File: src/rtl/masked_pkg.sv
// Shared types and constants for the first-order masked serial adder.
package masked_pkg;

  typedef enum logic [1:0] {
    IDLE  = 2'd0,
    ISSUE = 2'd1,
    ACCUM = 2'd2,
    FIN   = 2'd3
  } state_e;

  localparam int DEF_WIDTH = 8;
  localparam int RND_W     = 2;

endpackage

File: src/rtl/pg_masked.sv
// Masked propagate/generate for one Boolean-shared bit pair.
// Outputs are registered, so they are valid one cycle after i_en.
module pg_masked (
  input  logic clk,
  input  logic rst,
  input  logic i_en,
  input  logic i_a0,
  input  logic i_a1,
  input  logic i_b0,
  input  logic i_b1,
  input  logic i_r0,
  output logic o_p0,
  output logic o_p1,
  output logic o_g0,
  output logic o_g1
);

  logic w_cross0;
  logic w_cross1;
  logic r_p0, r_p1, r_g0, r_g1;

  // Each cross-domain product is refreshed before it meets the same-domain term.
  assign w_cross0 = (i_a0 & i_b1) ^ i_r0;
  assign w_cross1 = (i_a1 & i_b0) ^ i_r0;

  // NOTE: sequential state uses non-blocking assignments only, so every
  // register samples pre-edge values regardless of statement order.
  always_ff @(posedge clk or posedge rst) begin
    if (rst) begin
      r_p0 <= 1'b0;
      r_p1 <= 1'b0;
      r_g0 <= 1'b0;
      r_g1 <= 1'b0;
    end else if (i_en) begin
      r_p0 <= i_a0 ^ i_b0;
      r_p1 <= i_a1 ^ i_b1;
      r_g0 <= (i_a0 & i_b0) ^ w_cross0;
      r_g1 <= (i_a1 & i_b1) ^ w_cross1;
    end
  end

  assign o_p0 = r_p0;
  assign o_p1 = r_p1;
  assign o_g0 = r_g0;
  assign o_g1 = r_g1;

endmodule

File: src/rtl/masked_serial_adder_ctrl.sv
// Bit-serial first-order masked adder: one shared bit pair per ISSUE/ACCUM
// slice, rippling a masked carry through a DOM-style AND gadget.
module masked_serial_adder_ctrl
  import masked_pkg::*;
#(
  parameter int WIDTH = DEF_WIDTH
) (
  input  logic             clk,
  input  logic             rst,
  input  logic             start,
  input  logic [WIDTH-1:0] a0,
  input  logic [WIDTH-1:0] a1,
  input  logic [WIDTH-1:0] b0,
  input  logic [WIDTH-1:0] b1,
  input  logic [RND_W-1:0] rnd,
  input  logic             rnd_valid,
  output logic             rnd_ready,
  output logic             busy,
  output logic             done,
  output logic [WIDTH-1:0] s0,
  output logic [WIDTH-1:0] s1,
  output logic             cout0,
  output logic             cout1
);

  localparam int IDX_W = $clog2(WIDTH);
  localparam logic [IDX_W-1:0] LAST_IDX = IDX_W'(WIDTH - 1);

  state_e           r_state;
  logic [IDX_W-1:0] r_idx;
  logic [WIDTH-1:0] r_a0, r_a1, r_b0, r_b1;
  logic [WIDTH-1:0] r_s0, r_s1;
  logic             r_c0, r_c1, r_c_q;
  logic             r_cout0, r_cout1;
  logic             r_busy, r_done, r_rnd_ready;

  logic w_pg_en;
  logic w_p0, w_p1, w_g0, w_g1;
  logic w_c0_nxt, w_c1_nxt;

  assign w_pg_en = (r_state == ISSUE) && rnd_valid;

  pg_masked u_pg (
    .clk  (clk),
    .rst  (rst),
    .i_en (w_pg_en),
    .i_a0 (r_a0[r_idx]),
    .i_a1 (r_a1[r_idx]),
    .i_b0 (r_b0[r_idx]),
    .i_b1 (r_b1[r_idx]),
    .i_r0 (rnd[0]),
    .o_p0 (w_p0),
    .o_p1 (w_p1),
    .o_g0 (w_g0),
    .o_g1 (w_g1)
  );

  assign w_c0_nxt = w_g0 ^ (w_p0 & r_c0) ^ ((w_p0 & r_c1) ^ r_c_q);
  assign w_c1_nxt = w_g1 ^ (w_p1 & r_c1) ^ ((w_p1 & r_c0) ^ r_c_q);

  always_ff @(posedge clk or posedge rst) begin
    if (rst) begin
      r_state     <= IDLE;
      r_idx       <= '0;
      r_a0        <= '0;
      r_a1        <= '0;
      r_b0        <= '0;
      r_b1        <= '0;
      r_s0        <= '0;
      r_s1        <= '0;
      r_c0        <= 1'b0;
      r_c1        <= 1'b0;
      r_c_q       <= 1'b0;
      r_cout0     <= 1'b0;
      r_cout1     <= 1'b0;
      r_busy      <= 1'b0;
      r_done      <= 1'b0;
      r_rnd_ready <= 1'b0;
    end else begin
      case (r_state)
        IDLE: begin
          if (start) begin
            r_a0        <= a0;
            r_a1        <= a1;
            r_b0        <= b0;
            r_b1        <= b1;
            r_c0        <= 1'b0;
            r_c1        <= 1'b0;
            r_idx       <= '0;
            r_busy      <= 1'b1;
            r_rnd_ready <= 1'b1;
            r_state     <= ISSUE;
          end
        end
        ISSUE: begin
          if (rnd_valid) begin
            r_c_q       <= rnd[1];
            r_rnd_ready <= 1'b0;
            r_state     <= ACCUM;
          end
        end
        ACCUM: begin
          r_s0[r_idx] <= w_p0 ^ r_c0;
          r_s1[r_idx] <= w_p1 ^ r_c1;
          r_c0        <= w_c0_nxt;
          r_c1        <= w_c1_nxt;
          if (r_idx == LAST_IDX) begin
            // Carry-out lands together with the last sum bit so that all
            // results are already stable while done is high in FIN.
            r_cout0 <= w_c0_nxt;
            r_cout1 <= w_c1_nxt;
            r_done  <= 1'b1;
            r_state <= FIN;
          end else begin
            r_idx       <= r_idx + 1'b1;
            r_rnd_ready <= 1'b1;
            r_state     <= ISSUE;
          end
        end
        FIN: begin
          r_done  <= 1'b0;
          r_busy  <= 1'b0;
          r_state <= IDLE;
        end
        default: r_state <= IDLE;
      endcase
    end
  end

  assign rnd_ready = r_rnd_ready;
  assign busy      = r_busy;
  assign done      = r_done;
  assign s0        = r_s0;
  assign s1        = r_s1;
  assign cout0     = r_cout0;
  assign cout1     = r_cout1;

endmodule

File: config.mk
export PLATFORM = sky130hd
export DESIGN_NAME = masked_serial_adder_ctrl
export DESIGN_NICKNAME = d
export VERILOG_FILES = /design/src/rtl/masked_pkg.sv /design/src/rtl/pg_masked.sv /design/src/rtl/masked_serial_adder_ctrl.sv
export SDC_FILE = /design/constraint.sdc
export NUM_CORES = 1
export LEC_CHECK = 0
export BUFFER_PORTS_ARGS = -buffer_cell sky130_fd_sc_hd__buf_2
export CAP_MARGIN = 10
export CORE_AREA = 2 2 103 105
export CTS_CLUSTER_DIAMETER = 200
export DETAILED_ROUTE_END_ITERATION = 10
export DIE_AREA = 0 0 105 107
export GPL_TIMING_DRIVEN = 0
export PLACE_DENSITY = 0.55
export REMOVE_ABC_BUFFERS = 1
export SLEW_MARGIN = 20
export SYNTH_ARGS = -nofsm -noshare
export SYNTH_HDL_FRONTEND = slang
export SYNTH_SLANG_ARGS = --single-unit
File: constraint.sdc
create_clock -name clk -period 2.95 [get_ports clk]
set_clock_uncertainty 0.1 [all_clocks]
set_input_delay 0 -clock clk [delete_from_list [all_inputs] [get_ports clk]]
set_output_delay 0 -clock clk [all_outputs]
set_load 0.05 [all_outputs]
* Word level (Yosys, flattened, before mapping) *
Index checks and enable logic that the tools add are counted.

storage, ports and cells
  register bits after elaboration = 65
  output and inout port bits = 21
  input port bits = 38
  logic and storage cells = 98

cells by class
  eq/ne operators = 8
  mux-type cells = 29
  bitwise gates (word level) = 22
  $add $sub $neg = 1
  order comparisons = 2
  reductions and logical operators = 16

operators by type and width
  cell                 count
  $bwmux 8             2
  $reduce_and 2->1     7
  $xor 1x1->1          14
  $bmux 1 s3           4
  $mux 1               10
  $and 1x1->1          8
  $ne 2x2->1 const B   4
  $pmux 1 s2           4
  $pmux 2 s4           1
  $mux 2               3
  $mux 3               2
  $pmux 3 s2           1
  $reduce_bool 2->1    3
  $eq 2x2->1 const B   2
  $lt 3x4->1 const B   1
  $reduce_and 4->1     1
  $add 3x1->3 const B  1
  $demux 1 s3          1
  $eq 3x3->1 const B   1
  $ge 3x1->1 const B   1
  $pmux 1 s3           1
  $reduce_and 3->1     1
  $reduce_bool 3->1    1
  $eq 2x1->1 const B   1
  other kinds (2)      3

* Depth between registers and ports, before layout *
Gate-level depths: netlist of run 1.

  word-level depth = 5
  mapped depth = 8
  depth with buffers taken out = 6

* By module *
A second synthesis of run 1 with hierarchy kept.

unflattened totals
  cells, all modules = 202
  area, all modules = 3042.9 sq um

by module, submodules not included
  module                    area an instance (sq um)  instances  cells an instance
  masked_serial_adder_ctrl  2826.5                    1          185
  pg_masked                 216.5                     1          17

* Worst setup path before layout of run 1 *
No wires, ideal clock.

  kind = flip-flop to flip-flop
  from = register r_idx[0]
  to = register u_pg.r_g0 (netlist: u_pg.o_g0)
  data arrival time = 2.053 ns
  cell stages (with the launch flop) = 8
  required time = 2.758 ns
  buffers on the path = 1
  slack = 0.704 ns
  cell sequence = dfrtp_1 buf_6 mux4_2 mux2_2 ha_1 xor2_1 and3_1 o31ai_2

on the way
  longest elaborated chain between the ends = 5
  elaborated cells between the ends (all ways) = 10
  those cells by class = 6 x mux; 4 x bitwise

RTL lines
  element                               RTL line                                                        source
  start, declared                       masked_serial_adder_ctrl.sv:30                                  logic [IDX_W-1:0] r_idx;
  start signal, assigned                masked_serial_adder_ctrl.sv:115                                 r_idx <= r_idx + 1'b1;
  $bmux 1 s3, on equally long branches  masked_serial_adder_ctrl.sv:47, masked_serial_adder_ctrl.sv:50
  $mux 1, on equally long branches      masked_serial_adder_ctrl.sv:47, masked_serial_adder_ctrl.sv:50
  $and 1x1->1                           pg_masked.sv:23                                                 assign w_cross0 = (i_a0 & i_b1) ^ i_r0;
  $xor 1x1->1                           pg_masked.sv:23
  $xor 1x1->1 (*)                       pg_masked.sv:37                                                 r_g0 <= (i_a0 & i_b0) ^ w_cross0;
  end signal, assigned                  pg_masked.sv:37
  end, declared                         pg_masked.sv:20                                                 logic r_p0, r_p1, r_g0, r_g1;

Every way passes the cells marked *; elsewhere a longest branch is shown, timed or not. The select of a mux whose other input is x is not followed.
A chain may end at the register's enable or synchronous reset.

* Worst setup path in the final report of run 1 *
Ends and elaborated chain as after synthesis.

==> results of run 1 <==
[registers in the layout (all words and copies together) (netlist names), 2 cells and up]
register / count
r_a1: 8
r_idx: 3
s1: 8
s0: 8
r_b0: 8
r_a0: 8
r_b1: 8
r_state: 2
[worst max-delay path, stage by stage (launching register included)]
cell     delay (ns)
dfrtp_1        0.82
mux4_1         0.65
mux2_2         0.30
ha_1           0.20
xor2_1         0.17
and3_1         0.19
o31ai_2        0.16
[layout by cell type, fill, tap and decap left out, types with 2 or more instances in the layout]
master / instances
mux4_2: 5
o31ai_2: 2
a21oi_1: 8
buf_8: 2
mux4_1: 3
clkbuf_8: 9
nand2_1: 10
clkinv_2: 3
dlygate4sd3_1: 38
nor2_1: 8
nand3b_1: 4
mux2_2: 14
xnor2_1: 4
and3_1: 2
o21ai_0: 2
mux2_1: 42
xor2_1: 4
buf_2: 58
o22ai_1: 2
a22o_1: 5
dfrtp_1: 65
ha_1: 6
nor3b_1: 2
bufinv_16: 2
[cell families after synthesis]
family                   count (synthesis)  share of synthesized area (%)
AO/OA/AOI/OAI                           23                          5.525
XOR/XNOR                                 8                          2.362
adder cells (fa/ha/maj)                  6                          2.531
buffers and inverters                   11                          1.813
flip-flops                              65                          54.83
multiplexers                            64                          27.71
AND/OR/NAND/NOR                         30                          5.230
[power by group through the flow]
stage          clock network (uW)  logic, uW  registers [uW]
2_1_floorplan                   0        911            1720
3_3_place_gp                    0       1430            1550
3_5_place_dp                    0       1480            1570
4_1_cts                       842       1540            1560
5_1_grt                       888       1660            1610
6_report                      823       1510            1540
[final timing paths]
check                           slack (ns)     start  cells after the start   endpoint
worst max register to register        0.26  r_idx[0]                      6  u_pg.o_g0
worst min-delay path                  0.05       rst                      3      s1[5]
worst min register to register        0.38   r_a1[5]                      1    r_a1[5]
worst max-delay path                  0.26  r_idx[0]                      6  u_pg.o_g0
min in group clk                      0.30     b0[1]                      3    r_b0[1]
max in group asynchronous             2.18       rst                      4   r_idx[2]
[metrics by stage]
stage / worst slack (ns) / power (uW) / cells
after floorplan: 0.3418 / 2627 / 197
after global placement: -0.4282 / 2983 / 391
after detailed placement: 0.2034 / 3057 / 394
after CTS: 0.1799 / 3938 / 448
after global routing: 0.09912 / 4155 / 448
final: 0.2648 / 3876 / 448
[metal layers]
layer / wire (um) / track usage, % / up-vias
met5: 0 / 0 / -
met4: 92 / 5.143 / 0
met3: 263 / 3.587 / 9
met2: 2970 / 19.29 / 38
met1: 2759 / 15.08 / 1001
li1: - / - / 955
[cell type report]
class / instances / area [um^2] / share of cell area (%)
well taps: 136 / 170.2 / 4.218
repair buffers: 99 / 728.2 / 18.05
inverters: 1 / 6.256 / 0.1551
clock inverters: 6 / 82.58 / 2.047
multi-input cells: 131 / 1292 / 32.04
flip-flops and latches: 65 / 1627 / 40.32
clock buffers: 10 / 127.6 / 3.164
[timing repair]
action,in CTS,in global routing
endpoints found under the setup margin,0,0
endpoints found under the hold margin,103,0
buffers inserted,0,0
hold buffers,38,0
==> results.toml, run 1 <==
[status]
status = "complete, no violations"

[sta]
tightest_slew_ns = 0.7366
period_minus_slack_ns = 2.685
fin_crit_sh_pct = 91.03
hold_ws_ns = 0.04614
finalSetupViolations = 0
rsz0062_at_grt = "false"
max-slew-margin-rel_pct = 50.90
fin_tns_setup_ns = 0
max_freq_ghz = 0.3724
hold_viol_final = 0
drv_slew = 0

[finish]
final_layout_size_suffix_gt1_share_pct = 31.73
final_area_um2 = 4034
fillCellCount = 1027
final_core_util_pct = 39.97
syn2layout_area_growth_pct = 35.98
layout.nets = 351
antenna_cells = 0

[global_routing]
grt_pass1_vias = 2115
grt_max_degree = 48
antenna_found_initial = 0
grt_usage_pct = 12.02
grt_pass1_wl_mm = 10.56
grt.overflow.total = 0

[clocking]
cts_root_buffer = "clkbuf_8"
htreeDepth = 3
insertion_delay_ns = 0.34
clk_pin_slew_ns = 0.07
numCtsBuffers = 9
cts_buffer_depth = 2
tritoncts = "done"
cts.sinks = 65
cts_resized = 0

[pwr]
power_density_nw_per_um2 = 960.8
p_clk_share_pct = 21.2
switchingPower_uw = 1405
p_leak_uw = 0.001855
internal_power_uw = 2470
swShare_pct = 36.26
seq_power_share_pct = 39.8
pwr-share-comb_pct = 38.9
ir_worst_vdd_v = 0.0003071

[floorplanning]
die_x_um = 105
start_util_pct = 29.39
die_h_um = 107
die_area_um2 = 11240
row_count = 37
core_um2 = 10090
io_pins = 59

[routing]
via_per_inst = 4.471
wirelength_mm = 6.085
dr_total_vias = 2003
drt-initial-drc-count = 30
routedWlPerCell_um = 13.58
drc = 0
ant_nets = 0
first_pass_iters = 5

[logic_synthesis]
async_reset_ff_share_pct = 100.0
synth_ff_type = "dfrtp_1"
yosysTopAreaCell = "dfrtp_1"
yosysMostFrequentCell = "dfrtp_1"
synth_seq_cells = 65
yosysTopAreaCellShare_pct = 54.83
synth_edf_count = 0
syn_area_per_cell_um2 = 14.33
syn_inst = 207
syn_area_um2 = 2967
ys_seq_area_share_pct = 54.83
netlist_top_cells_count = "dfrtp_1 (65), mux2_1 (42), mux2_2 (14)"
yosysWarningCount = 0
synth_area_leaders = "dfrtp_1 (55%), mux2_1 (16%), mux2_2 (5.3%), mux4_2 (3.8%), mux4_1 (2.7%)"
yosysUniqueCellTypes = 31

[setup_path]
end_kind = "register"
cp.arrival_ns = 2.83
critPathKind = "register to register"
crit_fanout = 14
required_ns = 3.10
startpoint_type = "register"

[placement]
postPlaceCellArea_um2 = 3443
dp_hpwl_mm = 4.223
portBuffers = 58
gp_congestion = 0.7243

[job]
drv_cap = 0

[min_path]
worstHoldPathType = "input pin to asynchronous set/reset pin"
Power figures use the tool's default switching activity.
==> run 2, diff against run 1 <==
- PLACE_DENSITY: 0.55 -> 0.52
==> run 2 against run 1 <==
Sequential cell count unchanged; critical path depth unchanged; register-to-register slack better by 0.18 ns; sequential power about the same; first-iteration DRC count up 20%; hold slack better by 0.033 ns; sequential share of layout area down 0.52 points; design area up 1.4%; clock power up 26%; total power up 5.8%; critical endpoint unchanged.
==> results.toml, run 2 (synthesis gave the netlist of run 1 again) <==
[placement]
portBuffers = 58
postPlaceCellArea_um2 = 3432
gp_congestion = 0.7008
dp_hpwl_mm = 4.233

[global_routing]
grt_max_degree = 43
grt_pass1_vias = 2226
grt_pass1_wl_mm = 10.77
grt_usage_pct = 12.45
antenna_found_initial = 0
grt.overflow.total = 0

[floorplanning]
io_pins = 59
row_count = 37
die_h_um = 107
start_util_pct = 29.39
core_um2 = 10090
die_x_um = 105
die_area_um2 = 11240

[setup_path]
rr_endpoint = "u_pg.o_g0"
r2r_slack_ns = 0.45
path_cells = "mux4_1, mux2_2, ha_1, xor2_1, and3_1, o31ai_2"
end_kind = "register"
reg2reg_from = "r_idx[0]"
critPathLaunch = "r_idx[0]"
required_ns = 3.10
critPathCapture = "u_pg.o_g0"
worstRegToRegCells = 6
crit_fanout = 14
startpoint_type = "register"
cp.arrival_ns = 2.65
slowest_delay_ns = 0.64
crit_path_top_delay_cell = "dfrtp_2"
critPathKind = "register to register"

[sta]
max_freq_ghz = 0.3994
hold_ws_ns = 0.07959
rsz0062_at_grt = "false"
finalSetupViolations = 0
fin_crit_sh_pct = 84.88
hold_viol_final = 0
period_minus_slack_ns = 2.504
max-slew-margin-rel_pct = 51.79
tightest_slew_ns = 0.7231
drv_slew = 0

[routing]
first_pass_iters = 4
drc = 0
wirelength_mm = 6.235
ant_nets = 0
routedWlPerCell_um = 13.92
drt-initial-drc-count = 36
dr_total_vias = 2032
via_per_inst = 4.536

[finish]
final_cell_mix = "dfrtp_1 (64), buf_2 (58), mux2_1 (42)"
final_core_util_pct = 40.53
final_layout_size_suffix_gt1_share_pct = 32.37
layout.nets = 351
syn2layout_area_growth_pct = 37.87
layout_commonest_cell = "dfrtp_1"
final_area_um2 = 4090
fillCellCount = 999
antenna_cells = 0

[pwr]
finalPower_uw = 4100
ir_worst_vdd_v = 0.0003708
power_density_nw_per_um2 = 1002
p_leak_uw = 0.001883

[min_path]
worstHoldPathType = "input pin to asynchronous set/reset pin"

[clocking]
cts.sinks = 65
postCtsSetupBuffers = 0
clk_pin_slew_ns = 0.07
htreeDepth = 3
numCtsBuffers = 9
cts_buffer_depth = 2
insertion_delay_ns = 0.34
cts_root_buffer = "clkbuf_8"
tritoncts = "done"

[status]
status = "complete, no violations"

[job]
drv_cap = 0
-- run 2: critical path, delay by kind of cell (launching register included) --
| kind | cells | cell delay (ns) |
|---|---|---|
| mux | 2 | 0.95 |
| fa+ha+maj | 1 | 0.20 |
| flops | 1 | 0.64 |
| xor+xnor | 1 | 0.17 |
| compound gates | 1 | 0.16 |
| simple gates | 1 | 0.19 |
-- run 2: power by group --
| group | total, uW | switching [uW] | internal (uW) |
|---|---|---|---|
| Sequential | 1550 | 291 | 1260 |
| Clock | 1040 | 347 | 692 |
| Combinational | 1510 | 773 | 739 |
| Total | 4100 | 1410 | 2690 |
-- run 2: final cells by class --
cell class                 instances  area, um^2  area share [%]
sequential                        65        1628           39.80
clock buffer                      11       151.4           3.701
inverter                           1       6.256          0.1530
timing repair buffer              99       716.9           17.53
tap                              136       170.2           4.160
clock inverter                     5       125.1           3.059
multi-input combinational        131        1292           31.60
-- run 2: repair_timing --
item	4_1_cts	5_1_grt
hold buffers	38	0
endpoints found under the hold margin	103	0
gates resized for setup	0	1
setup endpoints to repair	0	2
-- run 2: worst min-delay path by stage --
stage / from / end / slack [ns] / cells past startpoint
4_1_cts: rst / r_a0[6] / 0.07 / 3
5_1_grt: rst / r_a1[4] / 0.09 / 3
3_5_place_dp: rst / r_b0[6] / -0.11 / 2
3_3_place_gp: b1[2] / r_b1[2] / 0.12 / 2
2_1_floorplan: start / r_state[0] / 0.02 / 1
6_report: rst / r_b0[6] / 0.08 / 3
-- run 2: metal layers --
layer	track usage, %	routed length (um)
met1	14.88	2851
met2	20.69	3000
met3	3.891	264
met4	5.429	118
met5	0	0
-- run 2: per-stage QoR --
| step | TNS, ns | cells | setup WS, ns |
|---|---|---|---|
| 6_report | 0 | 448 | 0.4459 |
| 2_1_floorplan | 0 | 197 | 0.3418 |
| 3_5_place_dp | 0 | 394 | 0.1749 |
| 5_1_grt | 0 | 448 | 0.2812 |
| 3_3_place_gp | -15.05 | 391 | -0.4558 |
| 4_1_cts | 0 | 448 | 0.1378 |
==> run 3, diff against run 2 <==
- clock period: 2.95 -> 2.4 ns (I/O delays scaled with it)
==> run 3 against run 2 <==
Non-clock buffer count is 5 higher; cell count is 1.1% higher; sequential power is 22% higher; largest cell class unchanged.
==> results.toml, run 3 (synthesis gave the netlist of run 1 again) <==
[status]
status = "complete, no violations"

[routing]
wirelength_mm = 6.351
ant_nets = 0
first_pass_iters = 4
dr_total_vias = 2050
drt-initial-drc-count = 27
routedWlPerCell_um = 14.02
via_per_inst = 4.525
drc = 0

[global_routing]
grt_pass1_wl_mm = 10.84
antenna_found_initial = 0
grt.overflow.total = 0
grt_usage_pct = 12.52
grt_pass1_vias = 2234
grt_max_degree = 43

[sta]
drv_slew = 0
fin_crit_sh_pct = 96.41
tightest_slew_ns = 0.6698
hold_ws_ns = 0.07931
hold_viol_final = 0
period_minus_slack_ns = 2.314
fin_tns_setup_ns = 0
finalSetupViolations = 0
max-slew-margin-rel_pct = 55.30
max_freq_ghz = 0.4322
layout_setup_ws_ns = 0.08620

[finish]
layout_commonest_cell = "dfrtp_1"
syn2layout_area_growth_pct = 40.91
antenna_cells = 0
final_cell_mix = "dfrtp_1 (63), buf_2 (58), mux2_1 (42)"
final_layout_size_suffix_gt1_share_pct = 34.70
layout.nets = 356
multi_input_area_um2 = 1325
fillCellCount = 997
ff_latch_area_um2 = 1632

[floorplanning]
core_um2 = 10090
die_area_um2 = 11240
row_count = 37
die_x_um = 105
die_h_um = 107
io_pins = 59
start_util_pct = 29.39

[pwr]
finalPower_uw = 5248
ir_worst_vdd_v = 0.0004695
power_density_nw_per_um2 = 1255
p_leak_uw = 0.001917

[setup_path]
required_ns = 2.55
slowest_delay_ns = 0.50
crit_fanout = 5
path_cells = "buf_6, mux4_2, mux2_4, ha_4, xor2_1, and3_1, o31ai_2"
crit_path_top_delay_cell = "mux4_2"
startpoint_type = "register"
end_kind = "register"
cp.arrival_ns = 2.47
critPathKind = "register to register"

[clocking]
cts_root_buffer = "clkbuf_8"
cts.sinks = 65
tritoncts = "done"
htreeDepth = 3
cts_buffer_depth = 2
insertion_delay_ns = 0.34
clk_pin_slew_ns = 0.07
numCtsBuffers = 9

[job]
drv_cap = 0

[placement]
gp_congestion = 0.7008
dp_hpwl_mm = 4.233
dpl_worst_slack_ns = -0.3751
portBuffers = 58

[min_path]
worstHoldPathType = "input pin to asynchronous set/reset pin"
[run 3: final timing paths]
check / startpoint / to / slack (ns) / cells past startpoint
max: r_idx[0] / u_pg.o_g1 / 0.09 / 7
min: rst / r_b0[6] / 0.08 / 3
max reg2reg: r_idx[0] / u_pg.o_g1 / 0.09 / 7
min reg2reg: r_a1[4] / r_a1[4] / 0.38 / 1
max in group asynchronous: rst / r_idx[0] / 1.58 / 4
min in group clk: a1[4] / r_a1[4] / 0.30 / 3
[run 3: layer usage]
metal	up-vias	part of all wire (%)	track usage [%]
li1	966	-	-
met1	1033	46	15.07
met2	42	48	20.78
met3	9	4.1	3.830
met4	0	1.9	5.429
met5	-	0	0
[run 3: power by group]
part           internal (uW)  switching (uW)  total, uW
Combinational           1050            1030       2080
Sequential              1550             339       1890
Clock                    851             424       1270
[run 3: area by class of cell]
cell class | count | share of cell area [%]
flip-flops and latches | 65 | 39.03
clock buffers | 11 | 3.622
clock inverters | 5 | 2.993
repair buffers | 104 | 18.44
multi-input cells | 131 | 31.70
well taps | 136 | 4.071
inverters | 1 | 0.1497
[run 3: worst max-delay path, delay by kind of cell, from the launching register on]
kind	cells	cell delay, ns
flops	1	0.49
xor+xnor	1	0.16
simple gates	1	0.15
fa+ha+maj	1	0.16
mux	2	0.81
compound gates	1	0.19
buf+inv	1	0.15
[run 3: through the flow]
step / area, um^2 / std cells / util (%)
6_report: 4180 / 453 / 41.42
5_1_grt: 4180 / 453 / 41.42
4_1_cts: 4129 / 451 / 40.91
3_5_place_dp: 3432 / 394 / 34.01
3_3_place_gp: 3377 / 391 / 33.46
2_1_floorplan: 2917 / 197 / -
[run 3: what timing repair did]
action	CTS	global route
pin swaps	0	4
gates resized for setup	4	9
hold buffers	38	0
endpoints found under the setup margin	4	2
cloned	0	0
endpoints found under the hold margin	103	0
setup buffers	3	2
